--- src/rtl/exec_operand_wb.sv ---
// exec_operand_wb -- execute stage wrapped around an external 12-bit combinational ALU.
//
// Holds the general register file and the architectural flags register {V,K,S,Z}.
// An accepted instruction has its operands captured into a one-deep execute latch,
// which drives the ALU. On the following rising edge the ALU result and flags are
// written back. A separate load port writes registers from memory.
//
// Ports:
//   clk, rst            clock; asynchronous active-high reset
//   in_valid/in_ready   decode handshake (in_ready drops whenever a load is presented)
//   in_op/rd/rs         operation, destination (also operand A), operand B register
//   in_imm_en/in_imm    select and value of the immediate operand B
//   in_wb_en            1: write result to rd; 0: update flags only
//   alu_a/b/op/flg      execute latch and flags register driven to the ALU
//   alu_q/alu_flg_q     ALU result and flags
//   ld_en/addr/data     register write from the load path
//   dbg_addr/dbg_data   combinational register read, no forwarding
//   flags               architectural flags register
//   busy                execute latch holds a valid operation
module exec_operand_wb #(
    parameter int NREG   = 8,
    parameter int REG_AW = 3
) (
    input  logic              clk,
    input  logic              rst,
    input  logic              in_valid,
    output logic              in_ready,
    input  logic [3:0]        in_op,
    input  logic [REG_AW-1:0] in_rd,
    input  logic [REG_AW-1:0] in_rs,
    input  logic              in_imm_en,
    input  logic [11:0]       in_imm,
    input  logic              in_wb_en,
    output logic [11:0]       alu_a,
    output logic [11:0]       alu_b,
    output logic [3:0]        alu_op,
    output logic [3:0]        alu_flg,
    input  logic [11:0]       alu_q,
    input  logic [3:0]        alu_flg_q,
    input  logic              ld_en,
    input  logic [REG_AW-1:0] ld_addr,
    input  logic [11:0]       ld_data,
    input  logic [REG_AW-1:0] dbg_addr,
    output logic [11:0]       dbg_data,
    output logic [3:0]        flags,
    output logic              busy
);

    logic [11:0]       regs_q [NREG];
    logic [11:0]       regs_d [NREG];
    logic [3:0]        flags_q, flags_d;
    logic              ex_valid_q, ex_valid_d;
    logic              ex_wb_en_q, ex_wb_en_d;
    logic [REG_AW-1:0] ex_rd_q, ex_rd_d;
    logic [3:0]        ex_op_q, ex_op_d;
    logic [11:0]       ex_a_q, ex_a_d;
    logic [11:0]       ex_b_q, ex_b_d;

    logic              issue_s;
    logic              wb_fire_s;
    logic              fwd_hit_rd_s;
    logic              fwd_hit_rs_s;
    logic [11:0]       fwd_a_s;
    logic [11:0]       fwd_b_s;

    // The load port owns the register write side for its cycle, so decode is stalled.
    assign in_ready  = ~ld_en;
    assign issue_s   = in_valid & ~ld_en;
    assign wb_fire_s = ex_valid_q & ex_wb_en_q;

    assign alu_a    = ex_a_q;
    assign alu_b    = ex_b_q;
    assign alu_op   = ex_op_q;
    assign alu_flg  = flags_q;
    assign flags    = flags_q;
    assign busy     = ex_valid_q;
    assign dbg_data = regs_q[dbg_addr];

    // Operand forwarding: a register being written back this edge is read from alu_q.
    always_comb begin
        fwd_hit_rd_s = wb_fire_s & (ex_rd_q == in_rd);
        fwd_hit_rs_s = wb_fire_s & (ex_rd_q == in_rs);
        if (fwd_hit_rd_s) begin
            fwd_a_s = alu_q;
        end else begin
            fwd_a_s = regs_q[in_rd];
        end
        if (in_imm_en) begin
            fwd_b_s = in_imm;
        end else if (fwd_hit_rs_s) begin
            fwd_b_s = alu_q;
        end else begin
            fwd_b_s = regs_q[in_rs];
        end
    end

    // Execute latch next state: capture on issue, otherwise hold operands and go idle.
    always_comb begin
        ex_valid_d = issue_s;
        if (issue_s) begin
            ex_wb_en_d = in_wb_en;
            ex_rd_d    = in_rd;
            ex_op_d    = in_op;
            ex_a_d     = fwd_a_s;
            ex_b_d     = fwd_b_s;
        end else begin
            ex_wb_en_d = ex_wb_en_q;
            ex_rd_d    = ex_rd_q;
            ex_op_d    = ex_op_q;
            ex_a_d     = ex_a_q;
            ex_b_d     = ex_b_q;
        end
    end

    // Register file and flags next state; an ALU writeback beats a load to the same register.
    always_comb begin
        for (int i = 0; i < NREG; i++) begin
            if (wb_fire_s && (ex_rd_q == REG_AW'(i))) begin
                regs_d[i] = alu_q;
            end else if (ld_en && (ld_addr == REG_AW'(i))) begin
                regs_d[i] = ld_data;
            end else begin
                regs_d[i] = regs_q[i];
            end
        end
        if (ex_valid_q) begin
            flags_d = alu_flg_q;
        end else begin
            flags_d = flags_q;
        end
    end

    // State registers; reset discards any in-flight operation.
    always_ff @(posedge clk or posedge rst) begin
        if (rst) begin
            for (int i = 0; i < NREG; i++) begin
                regs_q[i] <= 12'h000;
            end
            flags_q    <= 4'h0;
            ex_valid_q <= 1'b0;
            ex_wb_en_q <= 1'b0;
            ex_rd_q    <= '0;
            ex_op_q    <= 4'h0;
            ex_a_q     <= 12'h000;
            ex_b_q     <= 12'h000;
        end else begin
            regs_q     <= regs_d;
            flags_q    <= flags_d;
            ex_valid_q <= ex_valid_d;
            ex_wb_en_q <= ex_wb_en_d;
            ex_rd_q    <= ex_rd_d;
            ex_op_q    <= ex_op_d;
            ex_a_q     <= ex_a_d;
            ex_b_q     <= ex_b_d;
        end
    end

endmodule

--- config.mk ---
export PLATFORM = sky130hd
export DESIGN_NAME = exec_operand_wb
export DESIGN_NICKNAME = d
export VERILOG_FILES = /design/src/rtl/exec_operand_wb.sv
export SDC_FILE = /design/constraint.sdc
export NUM_CORES = 1
export LEC_CHECK = 0
export ABC_AREA = 1
export BUFFER_PORTS_ARGS = -buffer_cell sky130_fd_sc_hd__buf_4
export CELL_PAD_IN_SITES_DETAIL_PLACEMENT = 1
export CELL_PAD_IN_SITES_GLOBAL_PLACEMENT = 1
export CORE_MARGIN = 4
export CORE_UTILIZATION = 30
export CTS_CLUSTER_DIAMETER = 200
export CTS_CLUSTER_SIZE = 28
export DETAILED_ROUTE_END_ITERATION = 8
export PLACE_DENSITY_LB_ADDON = 0.1
export SLEW_MARGIN = 20
export SYNTH_ARGS = -nofsm -noshare
export SYNTH_HDL_FRONTEND = slang
export SYNTH_SLANG_ARGS = --single-unit
--- constraint.sdc ---
create_clock -name clk -period 6.5 [get_ports clk]
set_clock_uncertainty 0.05 [all_clocks]
set_input_delay 0.325 -clock clk [delete_from_list [all_inputs] [get_ports clk]]
set_output_delay 0.325 -clock clk [all_outputs]
set_load 0.1 [all_outputs]
==> results.yml, run 1 <==
worst_setup_path:
  timing.reg2reg.setup_slack_ns: 3.95
  worstReg2RegEnd: "regs_q[15]"
  crit_start: "dbg_addr[0]"
  arrival_ns: 2.71
  end_kind: "output port"
  required_ns: 6.12
  timing.rr.start: "ex_rd_q[1]"
  startpoint_type: "input port"
  r2r_cells: 5
  criticalPathCategory: "input port to output port"
  path_max_fanout: 49
synthesis:
  synth_top_area_share_pct: 37.1
  ys.flop_type: "dfrtp_1"
  syn_avg_cell_area_sq_um: 6.91
  synth_cell_types: 25
  synthCells: 1299
  async_flop_share_pct: 100
  ys_seq_area_share_pct: 37.1
  synth-edff-count: 0
  synth_area_sq_mm: 0.00898
  yosysWarnings: 0
  synth_largest_area_cell: "dfrtp_1"
  synth_fp_nets: 1361
  netlist_top_cells_area: "dfrtp_1 (37%), nand3_1 (14%), nand2_1 (13%), o221ai_1 (9.4%), inv_1 (6.2%)"
  ys_ff_latch: 133
pwr:
  vdd_ir_drop_max_mv: 0.152
  p_leak_nw: 4.99
  p_per_area_mw_per_mm2: 328
drt:
  post_drt_wl_per_cell_um: 25.9
  drc: 0
  drt_wl_total_um: 44800
  avgViaCountPerCell: 5.74
  drtPass1Iterations: 5
  final_antenna_net_count: 0
  initialDrtViolationCount: 999
  vias: 9917
final_layout:
  nets: 1387
  drive_above_1_share_pct: 14.1
  diodes: 0
  final_util_pct: 35.3
  area_delta_synth_final_pct: 16.3
die:
  die_h_um: 181
  dieArea_sq_mm: 0.0328
  rows: 63
  coreArea_sq_mm: 0.0296
  initial_core_util_pct: 30.4
  die_w_um: 181
  io-pin-count: 112
global_routing:
  grt_usage_pct: 26.8
  grt-ovfl-total: 0
  antenna_found_initial: 1
  grt_max_degree: 78
  grt_pass1_wl_um: 66300
  grt_pass1_vias: 9685
place:
  dpl.hpwl_um: 28700
  portBuffers: 111
  gp_congestion: 0.847
worst_hold_path:
  holdCritPathClass: "input port to async pin"
clocking:
  htree_levels: 4
  cts_setup_buffers: 0
  cts_tree: "built"
  cts_sinks: 133
  path_clk_slew_ns: 0.06
  numCtsBuffers: 17
  clk_latency_ns: 0.44
  cts-root-buf: "clkbuf_16"
  cts.path.max_buffers: 2
  postCtsHoldBufs: 0
  cts_resized: 0
sta:
  hold_violations: 17
  fin_crit_sh_pct: 47.5
  setup_viol: 0
  whs_ns: -0.0302
  max_freq_ghz: 0.324
  rsz0062_at_grt: "no"
  fin_setup_tns_ns: 0
  min_period_ns: 3.09
  tightest_slew_ns: 1.15
  maxSlewViolCount: 0
  slew_headroom_pct: 23.3
job:
  maxCapViolCount: 0
outcome:
  violations: "hold timing"
  status: "finished, violations left"
==> layout make-up <==
cell class,instances,area [sq um]
timing repair buffer,119,893
clock inverter,12,144
tap,390,488
fill,3773,19100
multi-input combinational,900,4560
inverter,154,583
sequential,133,3330
clock buffer,20,447
==> worst max path at each step <==
stage                             end  slack, ns  cells after the start
after global placement       alu_a[9]       3.42                      9
after detailed placement     alu_a[9]       3.44                      9
after global routing      dbg_data[0]       3.33                      9
after CTS                 dbg_data[0]       3.45                      9
final                     dbg_data[0]       3.41                      9
after floorplan              alu_a[0]       2.57                      1
==> power by group <==
group / internal [mW] / switching [mW]
clock: 0.583 / 0.435
combinational: 0.328 / 0.948
sequential: 1.01 / 0.123
total: 1.92 / 1.51
==> Yosys cell counts, types with 10 or more instances <==
cell type,number
dfrtp_1,133
o21ai_0,58
nor2_1,58
buf_1,16
nand2_1,313
clkbuf_1,44
inv_1,148
a31oi_1,12
o221ai_1,96
o211ai_1,10
nand2_2,10
a21oi_1,58
buf_2,44
nand3_1,257
==> cell families after synthesis <==
family	Yosys count	synth area share [%]
and+or+nand+nor	648	31.7
buffers and inverters	266	12.2
AOI/OAI and AO/OA	248	18.6
DFF	133	37.1
muxes	4	0.502
==> routing by layer <==
layer	routed length (um)	global-route usage (%)	up-vias
met1	21000	39.3	4984
met4	902	6.39	2
met5	9	0	-
met3	3430	5.82	61
met2	19400	40.5	412
li1	-	-	4458
==> cell usage in the layout (no fill, tap or decap), drive strengths merged <==
cell type | Yosys | final
buf | 68 | 119
clkinv | 1 | 3
nand3 | 259 | 259
o221ai | 96 | 96
nor2 | 64 | 64
mux2 | 4 | 4
a21oi | 58 | 58
clkinvlp | 0 | 3
o211ai | 10 | 10
dfrtp | 133 | 133
bufinv | 0 | 2
o21ai | 72 | 72
inv | 153 | 158
nand2 | 325 | 325
a31oi | 12 | 12
clkbuf | 44 | 20
==> sequential cells by signal, indices dropped and copies added (netlist names) <==
signal and flops:
alu_flg 4, ex_wb_en_q 1, regs_q 96, alu_a 12, alu_b 12, ex_rd_q 3, busy 1, alu_op 4
==> critical path: stages <==
cell     delay [ns]
buf_4          0.46
inv_1          0.28
buf_4          0.34
a21oi_1        0.19
o21ai_0        0.10
nand2_1        0.08
nor2_1         0.04
a31oi_1        0.46
buf_4          0.40
==> metrics by stage <==
stage / hold slack, ns / total power, mW / cell area, sq um / cells / setup slack (ns)
after floorplan: 0.385 / 2.04 / 8980 / 1299 / 2.57
after global placement: 0.420 / 2.40 / 9850 / 1696 / 3.42
after detailed placement: 0.423 / 2.41 / 9850 / 1696 / 3.44
after CTS: 0.0190 / 3.43 / 10400 / 1728 / 3.45
after global routing: 0.0355 / 3.59 / 10400 / 1728 / 3.33
final: -0.0302 / 3.43 / 10400 / 1728 / 3.41
No activity file was read; power rests on OpenSTA's default activity.
==> run 2, diff against run 1 <==
clock period = 2.8 ns   (was 6.5 ns; I/O delays follow)
==> run 2 against run 1 <==
Net effect: the run now ends clean; first-iteration DRC count down 15%; final area up 5.5%; flip-flop and latch count unchanged; worst hold slack better by 0.039 ns; register-to-register slack worse by 3.1 ns; combinational power up 140%; clock power up 140%; setup slack worse by 2.9 ns; global-route usage about the same; critical path depth unchanged; critical endpoint unchanged; largest cell class unchanged; largest power group unchanged.
==> results.yml, run 2 (synthesized netlist as in run 1, its figures left out) <==
outcome:
  status: "completed"
sta:
  fin_setup_tns_ns: 0
  min_period_ns: 2.27
  max_freq_ghz: 0.441
  tightest_slew_ns: 1.01
  hold_violations: 0
  slew_headroom_pct: 32.8
  rsz0062_at_grt: "no"
  whs_ns: 0.00905
  fin_crit_sh_pct: 80.9
  setup_viol: 0
  maxSlewViolCount: 0
worst_hold_path:
  holdCritPathClass: "input port to flip-flop"
  hold_depth: 5
job:
  maxCapViolCount: 0
final_layout:
  diodes: 0
  layout_common_cells: "nand2_1 (313), nand3_1 (257), inv_1 (147)"
  nFillCells: 3665
  largest_reg_flops: 96
  final_common_cell: "nand2_1"
  final_util_pct: 37.3
  nets: 1447
  drive_above_1_share_pct: 15.4
  largest-register: "regs_q"
  area_delta_synth_final_pct: 22.7
global_routing:
  grt_max_degree: 49
  grt_pass1_wl_um: 66400
  grt_usage_pct: 26.8
  grt-ovfl-total: 0
  antenna_found_initial: 0
  grt_pass1_vias: 10000
worst_setup_path:
  path_cells: "buf_4, inv_1, buf_4, a21oi_1, o21ai_0, nand2_1, nor2_1, a31oi_1, buf_4"
  r2r_cells: 9
  required_ns: 2.61
  cp_slowest_cell: "buf_4"
  end_kind: "output port"
  slowest_delay_ns: 0.37
  path_max_fanout: 25
  arrival_ns: 2.08
  cpMostUsedCell: "buf_4"
  criticalPathCategory: "input port to output port"
  startpoint_type: "input port"
pwr:
  power.total_mw: 8.13
  p_leak_nw: 5.28
  p_per_area_mw_per_mm2: 738
  vdd_ir_drop_max_mv: 0.387
clocking:
  cts_tree: "built"
  cts-root-buf: "clkbuf_16"
  cts_sinks: 133
  cts_setup_buffers: 0
  clk_latency_ns: 0.43
  cts.path.max_buffers: 2
  cts_resized: 0
  path_clk_slew_ns: 0.06
  htree_levels: 4
  numCtsBuffers: 17
die:
  initial_core_util_pct: 30.4
  die_w_um: 181
  rows: 63
  die_h_um: 181
  coreArea_sq_mm: 0.0296
  dieArea_sq_mm: 0.0328
  io-pin-count: 112
drt:
  vias: 10100
  avgViaCountPerCell: 5.63
  drt_wl_total_um: 44600
  drc: 0
  post_drt_wl_per_cell_um: 24.9
  initialDrtViolationCount: 849
  drtPass1Iterations: 5
  final_antenna_net_count: 0
place:
  portBuffers: 111
  gp_congestion: 0.860
  dpl.hpwl_um: 30300
[run 2: cell count changes in the layout (fill, tap and decap cells not counted), moves of 2 or more]
cell | before | now
buf_12 | 0 | 2
nor2_1 | 56 | 58
dlygate4sd3_1 | 0 | 32
buf_4 | 119 | 145
inv_6 | 6 | 2
nor2_2 | 4 | 2
clkinv_4 | 2 | 5
[run 2: cell type report]
type,instances,area [sq um],area share (%)
Multi-Input combinational cell,900,4550,41.3
Inverter,154,582,5.28
Clock inverter,13,174,1.58
Clock buffer,19,443,4.02
Sequential cell,133,3330,30.2
Timing Repair Buffer,179,1450,13.2
Tap cell,390,488,4.43
[run 2: path summary, 6_finish.rpt]
check                                  from           to  slack, ns
worst min register to register     alu_b[0]     alu_b[0]       0.43
max in group asynchronous               rst   regs_q[38]       1.58
min in group asynchronous               rst   ex_rd_q[0]       0.33
worst max-delay path            dbg_addr[1]  dbg_data[0]       0.53
worst min-delay path              in_imm[0]     alu_b[0]      0.009
worst max register to register         busy     alu_b[9]       0.82
[run 2: critical path, delay by kind of cell]
kind / cells / cell delay (ns)
and+or+nand+nor: 2 / 0.11
buffers and inverters: 4 / 1.25
AOI/OAI and AO/OA: 3 / 0.55
[run 2: where the power goes]
part / internal (mW) / leakage [nW] / switching [mW] / total (mW)
Sequential: 2.35 / 1.64 / 0.298 / 2.65
Clock: 1.44 / 0.290 / 1.00 / 2.44
Combinational: 0.816 / 3.35 / 2.23 / 3.04
Total: 4.61 / 5.28 / 3.53 / 8.13
[run 2: repair_timing]
item | CTS | global route
hold buffers | 32 | 0
hold endpoints to repair | 71 | 0
setup endpoints to repair | 0 | 0
[run 2: per-stage QoR]
stage	worst slack [ns]	instances	cell area [sq um]
2_1_floorplan	0.229	1299	8980
3_3_place_gp	0.590	1724	10100
3_5_place_dp	0.534	1724	10100
4_1_cts	0.527	1788	11000
5_1_grt	0.420	1788	11000
6_report	0.534	1788	11000
[run 2: layer usage]
layer | track usage, % | vias to the layer above | part of all wire, %
li1 | - | 4576 | -
met1 | 38.1 | 5008 | 45
met2 | 41.8 | 434 | 45
met3 | 5.68 | 51 | 8.4
met4 | 6.60 | 0 | 2.0
met5 | 0 | - | 0
